--- config.mk ---
export PLATFORM = sky130hd
export DESIGN_NAME = dth_poll_scheduler
export DESIGN_NICKNAME = d
export VERILOG_FILES = /design/src/rtl/dth_poll_scheduler.sv
export SDC_FILE = /design/constraint.sdc
export NUM_CORES = 1
export LEC_CHECK = 0
export BUFFER_PORTS_ARGS = -buffer_cell sky130_fd_sc_hd__buf_2
export CAP_MARGIN = 30
export CORE_MARGIN = 5
export CORE_UTILIZATION = 59
export DETAILED_ROUTE_END_ITERATION = 10
export PLACE_DENSITY = 0.8
export SYNTH_ARGS = -nofsm -noshare
export SYNTH_HDL_FRONTEND = slang
export SYNTH_SLANG_ARGS = --single-unit
--- constraint.sdc ---
create_clock -name clk -period 4.9 [get_ports clk]
set_clock_uncertainty 0.15 [all_clocks]
set_input_delay 0.735 -clock clk [delete_from_list [all_inputs] [get_ports clk]]
set_output_delay 0.735 -clock clk [all_outputs]
set_load 0.1 [all_outputs]
--- src/rtl/dth_poll_scheduler.sv ---
// DTH sensor poll scheduler: paces read starts (power-up, period, minimum gap, on demand),
// guards each read with a watchdog, verifies the checksum, retries, and holds the last good reading.
module dth_poll_scheduler #(
  parameter int CLK_HZ     = 100_000_000,
  parameter int POWERUP_MS = 1000,
  parameter int PERIOD_MS  = 2000,
  parameter int MIN_GAP_MS = 1000,
  parameter int TIMEOUT_MS = 25,
  parameter int MAX_RETRY  = 3
) (
  input  logic        clk,
  input  logic        rst,
  input  logic        req_now,
  input  logic        rd_done,
  input  logic        rd_error,
  input  logic [39:0] rd_data,
  output logic        rd_start,
  output logic [15:0] hum,
  output logic [15:0] temp,
  output logic        data_valid,
  output logic        busy,
  output logic [7:0]  err_cnt,
  output logic [2:0]  state
);

  typedef enum logic [2:0] {
    S_BOOT    = 3'd0,
    S_WAIT    = 3'd1,
    S_ISSUE   = 3'd2,
    S_WAIT_RD = 3'd3,
    S_CHECK   = 3'd4,
    S_FAIL    = 3'd5
  } state_e;

  localparam int          TICK_DIV    = (CLK_HZ / 1000 < 1) ? 1 : CLK_HZ / 1000;
  localparam logic [31:0] TICK_LAST   = 32'(TICK_DIV - 1);
  localparam logic [31:0] POWERUP_W   = 32'(POWERUP_MS);
  localparam logic [31:0] PERIOD_W    = 32'(PERIOD_MS);
  localparam logic [31:0] MIN_GAP_W   = 32'(MIN_GAP_MS);
  localparam logic [31:0] TIMEOUT_W   = 32'(TIMEOUT_MS);
  localparam logic [7:0]  MAX_RETRY_W = 8'(MAX_RETRY);

  state_e      state_q, state_d;
  logic [31:0] presc_q, presc_d;
  logic [31:0] elapsed_q, elapsed_d;
  logic [31:0] watchdog_q, watchdog_d;
  logic [7:0]  retry_q, retry_d;
  logic        req_pend_q, req_pend_d;
  logic [39:0] frame_q, frame_d;
  logic [15:0] hum_q, hum_d;
  logic [15:0] temp_q, temp_d;
  logic        data_valid_q, data_valid_d;
  logic [7:0]  err_cnt_q, err_cnt_d;
  logic        tick;
  logic [7:0]  sum;

  always_comb begin
    state_d      = state_q;
    presc_d      = presc_q;
    elapsed_d    = elapsed_q;
    watchdog_d   = watchdog_q;
    retry_d      = retry_q;
    req_pend_d   = req_pend_q | req_now;
    frame_d      = frame_q;
    hum_d        = hum_q;
    temp_d       = temp_q;
    data_valid_d = data_valid_q;
    err_cnt_d    = err_cnt_q;

    tick = (presc_q >= TICK_LAST);
    sum  = frame_q[39:32] + frame_q[31:24] + frame_q[23:16] + frame_q[15:8];

    if (tick) begin
      presc_d    = '0;
      elapsed_d  = (elapsed_q == '1) ? elapsed_q : elapsed_q + 32'd1;
      watchdog_d = (watchdog_q == '1) ? watchdog_q : watchdog_q + 32'd1;
    end else begin
      presc_d = presc_q + 32'd1;
    end

    case (state_q)
      S_BOOT: begin
        if (elapsed_q >= POWERUP_W) state_d = S_ISSUE;
      end
      S_WAIT: begin
        if ((elapsed_q >= PERIOD_W) ||
            ((elapsed_q >= MIN_GAP_W) && (req_pend_q || (retry_q != 8'd0))))
          state_d = S_ISSUE;
      end
      S_ISSUE: begin
        elapsed_d  = '0;
        watchdog_d = '0;
        presc_d    = '0;
        req_pend_d = 1'b0;
        state_d    = S_WAIT_RD;
      end
      S_WAIT_RD: begin
        // A protocol error outranks a frame arriving in the same cycle.
        if (rd_error || (watchdog_q >= TIMEOUT_W)) begin
          state_d = S_FAIL;
        end else if (rd_done) begin
          frame_d = rd_data;
          state_d = S_CHECK;
        end
      end
      S_CHECK: begin
        if (sum == frame_q[7:0]) begin
          hum_d        = frame_q[39:24];
          temp_d       = frame_q[23:8];
          data_valid_d = 1'b1;
          retry_d      = 8'd0;
          state_d      = S_WAIT;
        end else begin
          state_d = S_FAIL;
        end
      end
      S_FAIL: begin
        err_cnt_d = (err_cnt_q == 8'hFF) ? err_cnt_q : err_cnt_q + 8'd1;
        // Giving up keeps the stale reading visible but flags it invalid.
        if (retry_q + 8'd1 >= MAX_RETRY_W) begin
          data_valid_d = 1'b0;
          retry_d      = 8'd0;
        end else begin
          retry_d = retry_q + 8'd1;
        end
        state_d = S_WAIT;
      end
      default: state_d = S_WAIT;
    endcase
  end

  always_ff @(posedge clk) begin
    if (rst) begin
      state_q      <= S_BOOT;
      presc_q      <= '0;
      elapsed_q    <= '0;
      watchdog_q   <= '0;
      retry_q      <= '0;
      req_pend_q   <= 1'b0;
      frame_q      <= '0;
      hum_q        <= '0;
      temp_q       <= '0;
      data_valid_q <= 1'b0;
      err_cnt_q    <= '0;
    end else begin
      state_q      <= state_d;
      presc_q      <= presc_d;
      elapsed_q    <= elapsed_d;
      watchdog_q   <= watchdog_d;
      retry_q      <= retry_d;
      req_pend_q   <= req_pend_d;
      frame_q      <= frame_d;
      hum_q        <= hum_d;
      temp_q       <= temp_d;
      data_valid_q <= data_valid_d;
      err_cnt_q    <= err_cnt_d;
    end
  end

  assign rd_start   = (state_q == S_ISSUE);
  assign busy       = (state_q == S_ISSUE) || (state_q == S_WAIT_RD) || (state_q == S_CHECK);
  assign state      = state_q;
  assign hum        = hum_q;
  assign temp       = temp_q;
  assign data_valid = data_valid_q;
  assign err_cnt    = err_cnt_q;

endmodule
# Word level (Yosys, flattened, before mapping)
# Cells that the tools add are included.
dict set report word_totals {
  ff_bits 189
  in_bits 45
  out_inout_bits 46
  elab_cells 74
}
dict set report classes {
  n_addsub 8
  n_lt_le_gt_ge 5
  eq_ne 14
  n_mux 12
  n_bitwise 5
  n_reduce_logical 19
}
# cell n
set op_table {}
lappend op_table {{$add A32 B1 Y32 const B} 3}
lappend op_table {{$eq A32 B32 Y1 const B} 2}
lappend op_table {{$ge A32 B10 Y1 const B} 1}
lappend op_table {{$ge A32 B11 Y1 const B} 1}
lappend op_table {{$ge A32 B17 Y1 const B} 1}
lappend op_table {{$ge A32 B5 Y1 const B} 1}
lappend op_table {{$add A8 B8 Y8} 3}
lappend op_table {{$add A8 B1 Y8 const B} 2}
lappend op_table {{$mux W8} 2}
lappend op_table {{$pmux W8 S2} 1}
lappend op_table {{$mux W3} 5}
lappend op_table {{$pmux W3 S5} 1}
lappend op_table {{$reduce_and A2 Y1} 5}
lappend op_table {{$reduce_and A3 Y1} 3}
lappend op_table {{$eq A8 B8 Y1} 1}
lappend op_table {{$eq A8 B8 Y1 const B} 1}
lappend op_table {{$ge A8 B2 Y1 const B} 1}
lappend op_table {{$ne A2 B2 Y1 const B} 4}
lappend op_table {{$reduce_bool A8 Y1} 1}
lappend op_table {{$eq A3 B2 Y1 const B} 2}
lappend op_table {{$eq A3 B3 Y1 const B} 2}
lappend op_table {{$logic_or A1 B1 Y1} 5}
lappend op_table {{$not A1 Y1} 4}
lappend op_table {{$eq A3 B1 Y1 const B} 1}
lappend op_table {{9 further kinds} 10}

# Longest topological paths before layout
dict set report depth {
  ltp_word 6
  mapped_depth 13
}

# Worst setup path before layout
# OpenSTA, ideal clock, no wires.
dict set report synth_path {
  path_type {register -> register}
  start {reg state_q[1], in the netlist state[1]}
  end {reg presc_q[10]}
  t_arrival_ns 3.592
  path_slack_ns 1.030
  path_stages_with_launch 7
  period_less_slack_ns 3.870
  cell_sequence {dfxtp_1 > nand2b_1 > nor2_1 > nor2_1 > nand2_1 > clkbuf_1 > nor2_1}
}
dict set report synth_via {
  elab_chain_len 2
}
# item line_no
set synth_lines {}
lappend synth_lines {{from (decl)} 43} ;# state_e state_q, state_d;
lappend synth_lines {{from (signal assigned)} 146} ;# state_q <= state_d;
lappend synth_lines {{$eq A3 B2 Y1} -}
lappend synth_lines {{net rd_start} 17} ;# output logic rd_start,
lappend synth_lines {{$reduce_or A3 Y1 (no line)} -}
lappend synth_lines {{to (signal assigned)} 147} ;# presc_q <= presc_d;
lappend synth_lines {{to (decl)} 44} ;# logic [31:0] presc_q, presc_d;
# The timed path passes the listed nets, and every way through them passes these cells.
# A chain may end at the register's enable or synchronous reset.

# Final worst setup path
dict set report layout_path {
  start {reg frame_q[9]}
  end {reg hum_q[6], in the netlist hum[6]}
}
dict set report layout_via {
  elab_chain_len 3
}
# item line_no
set layout_lines {}
lappend layout_lines {{from (decl)} 49} ;# logic [39:0] frame_q, frame_d;
lappend layout_lines {{from (signal assigned)} 152} ;# frame_q <= frame_d;
lappend layout_lines {{$add A8 B8 Y8} 71} ;# sum = frame_q[39:32] + frame_q[31:24] + frame_q[23:16] + frame_q[15:8];
lappend layout_lines {{$eq A8 B8 Y1} 107} ;# if (sum == frame_q[7:0]) begin
lappend layout_lines {{$reduce_and A2 Y1 (no line)} -}
lappend layout_lines {{to (signal assigned)} 153} ;# hum_q <= hum_d;
lappend layout_lines {{to (decl)} 50} ;# logic [15:0] hum_q, hum_d;
# No other way between the ends.

==> flow_metrics.tcl <==
set metrics [dict create \
    ant_nets 0 \
    critical-path-max-stage-delay_ns 0.56 \
    synth_edf_count 0 \
    wl_per_cell_um 16.2 \
    cp-start-kind "flip-flop" \
    p_leak_nw 3.72 \
    syn_area_um2 8700 \
    grt_use_met1_pct 32.8 \
    synth.yosys.warnings 0 \
    dp_hpwl_um 14400 \
    finalCritPeriodShare_pct 84.6 \
    rows 44 \
    clock-root-buffer "clkbuf_16" \
    vias_per_cell 5.89 \
    grt_pass1_vias 7045 \
    endpoint_kind "flip-flop" \
    dr.pass1.iters 5 \
    ys_seq_area_share_pct 43.5 \
    min-delay-start "retry_q[6]$_SDFFE_PP0P_" \
    maxSlewViolCount 0 \
    regToRegSetupSlack_ns 0.75 \
    cts_buffers 17 \
    overflow 0 \
    io_buffers 90 \
    path_class "reg2reg" \
    synth_flop_cell "dfxtp_1" \
    clk_pin_slew_worst_paths_ns 0.07 \
    crit_chain "fa_1 > inv_1 > fa_1 > inv_1 > ha_1 > fa_1 > xor2_1 > nor3_1 > nand4b_1 > a211oi_4 > buf_4 > nand4_1 > a21oi_1" \
    die_width_um 131 \
    vias 7619 \
    setup_tns_ns 0 \
    synth_cells 1020 \
    r2r_cells 13 \
    cts_setup_buffers 0 \
    finalNetCount 1173 \
    rr_startpoint "frame_q[9]$_SDFFE_PP0P_" \
    rsz0062_at_grt "false" \
    area_growth_pct 13.3 \
    crit_required_ns 5.10 \
    hold_depth 2 \
    ys_types 58 \
    ios 91 \
    n_antenna_cell 0 \
    cts_resized 0 \
    startpoint "frame_q[9]$_SDFFE_PP0P_" \
    antenna_found_initial 0 \
    synth_seq_cells 189 \
    worst_slew_pin_slew_ns 1.02 \
    place_ws_ns 0.783 \
    die_y_um 131 \
    cts.htree.levels 4 \
    gp_congestion 0.839 \
    hold_buffers 0 \
    multi_input_area_um2 4650 \
    hold_class "reg2reg" \
    period_needed_ns 4.15 \
    relSlewSlack_pct 31.9 \
    clock_sinks 189 \
    ir_drop_mv 0.261 \
    use_met3_pct 5.85 \
    final_layout_size_suffix_gt1_share_pct 13.2 \
    layout.area.seq_um2 3780 \
    hold_viol 0 \
    async_reset_ff_share_pct 0 \
    finalNonFillerCells 1294 \
    grtUsageTotal_pct 23.9 \
    total_power_w 0.00295 \
    worstPathArrival_ns 4.35 \
    dp.cells 1262 \
    fin_ws_ns 0.754 \
    cts_tree "built" \
    status "finished clean" \
    drc 0 \
    power.density_nw_per_um2 299 \
    clockBufferDepth 2 \
    maxCapViolCount 0 \
    start_util_pct 60.1 \
    busiest_layer "met2" \
    drt_iter0_drc 709 \
    totalWireLength_um 21000 \
    grt.met2_usage_pct 37.9 \
    cp_max_fo 13 \
    crit_slowest_cell "a211oi_4" \
    post-route-util_pct 68.1 \
    coreArea_um2 14500 \
    setup_viol 0 \
    clock_latency_ns 0.43 \
    cp_common_cell "fa_1" \
    grt_max_degree 85 \
    die-area_um2 17300 \
    synth_area_per_cell_um2 8.53 \
    fmax_mhz 241 \
    fill_cells 1204 \
    grt_pass1_wl_um 35000 \
]
==> worst max-delay path: cells and delay by family (launching register included) <==
| kind | cells | cell delay (ns) |
|---|---|---|
| AND/OR/NAND/NOR | 3 | 0.58 |
| buffers and inverters | 3 | 0.39 |
| adder cells (fa/ha/maj) | 4 | 1.71 |
| AO/OA/AOI/OAI | 2 | 0.75 |
| flip-flops | 1 | 0.34 |
| XOR/XNOR | 1 | 0.16 |
==> final timing paths <==
| kind | endpoint |
|---|---|
| setup / recovery | hum[6]$_SDFFE_PP0P_ |
| hold / removal | retry_q[6]$_SDFFE_PP0P_ |
| setup reg to reg | hum[6]$_SDFFE_PP0P_ |
| hold reg to reg | retry_q[6]$_SDFFE_PP0P_ |
==> report_power, final <==
part	internal, W	leakage, nW	switching, W
combinational	0.0000231	1.92	0.0000403
sequential	0.00155	1.53	0.00000647
clock	0.000717	0.270	0.000612
==> stage by stage <==
step                      instance area, um2  hold slack [ns]
after global routing                    9860            0.321
after detailed placement                9300            0.284
after floorplan                         8760            0.267
after global placement                  9300            0.285
final                                   9860            0.297
after CTS                               9860            0.300
==> cell type report <==
type                            instances  share of cell area (%)
Clock buffer                           19                    4.49
Tap cell                              184                    2.34
Multi-Input combinational cell        760                    47.1
Sequential cell                       189                    38.4
Inverter                               28                    1.07
Clock inverter                         13                    1.18
Timing Repair Buffer                  101                    5.41
==> state kept, by name (all words and copies together) (netlist names), 8 cells and up <==
register,flops
err_cnt,8
watchdog_q,32
temp,16
retry_q,8
hum,16
presc_q,32
elapsed_q,32
frame_q,40
==> logic make-up after synthesis <==
| family | share of synthesized area, % |
|---|---|
| compound gates | 13.2 |
| buf+inv | 4.11 |
| xor+xnor | 6.64 |
| flops | 43.5 |
| simple gates | 26.6 |
| other cells | 0.0431 |
| mux | 0.230 |
| fa+ha+maj | 5.66 |
==> cells in the final DEF (no fill, tap or decap), types with 4 or more instances in the layout <==
cell type  count
a21oi_1      104
and2_1        12
and3_1        15
and4_1        13
buf_2         90
buf_4         11
clkbuf_16     17
clkinv_2       4
conb_1        15
dfxtp_1      189
fa_1          14
ha_1          17
inv_1         28
nand2_1      136
nand3_1       43
nand4_1       66
nor2_1        73
nor3_1        13
nor4_1        23
o211ai_1      10
o21a_1         5
o21ai_0       25
o21ai_1       32
o31ai_1        5
or3_1         17
or4_1         18
xnor2_1       21
xor2_1        36
==> synthesized netlist by cell type, drive strengths merged (5+ instances only) <==
| library cell | number | area, um2 |
|---|---|---|
| a21oi | 104 | 521 |
| and2 | 12 | 75.1 |
| and3 | 15 | 93.8 |
| and4 | 13 | 114 |
| buf | 17 | 101 |
| clkbuf | 40 | 151 |
| dfxtp | 189 | 3780 |
| fa | 14 | 280 |
| ha | 17 | 213 |
| inv | 28 | 105 |
| nand2 | 136 | 510 |
| nand3 | 43 | 215 |
| nand4 | 66 | 413 |
| nor2 | 73 | 274 |
| nor3 | 14 | 75.1 |
| nor4 | 25 | 169 |
| o211ai | 11 | 96.3 |
| o21a | 5 | 37.5 |
| o21ai | 58 | 290 |
| o31ai | 5 | 37.5 |
| or3 | 18 | 118 |
| or4 | 18 | 135 |
| xnor2 | 23 | 209 |
| xor2 | 37 | 324 |
==> per-layer routing <==
| metal | vias to the layer above | share of wire (%) |
|---|---|---|
| met4 | 0 | 1.6 |
| met5 | - | 0 |
| met2 | 233 | 47 |
| li1 | 3760 | - |
| met3 | 35 | 6.8 |
| met1 | 3591 | 45 |
Note: power is estimated with default switching activity, not from simulation.
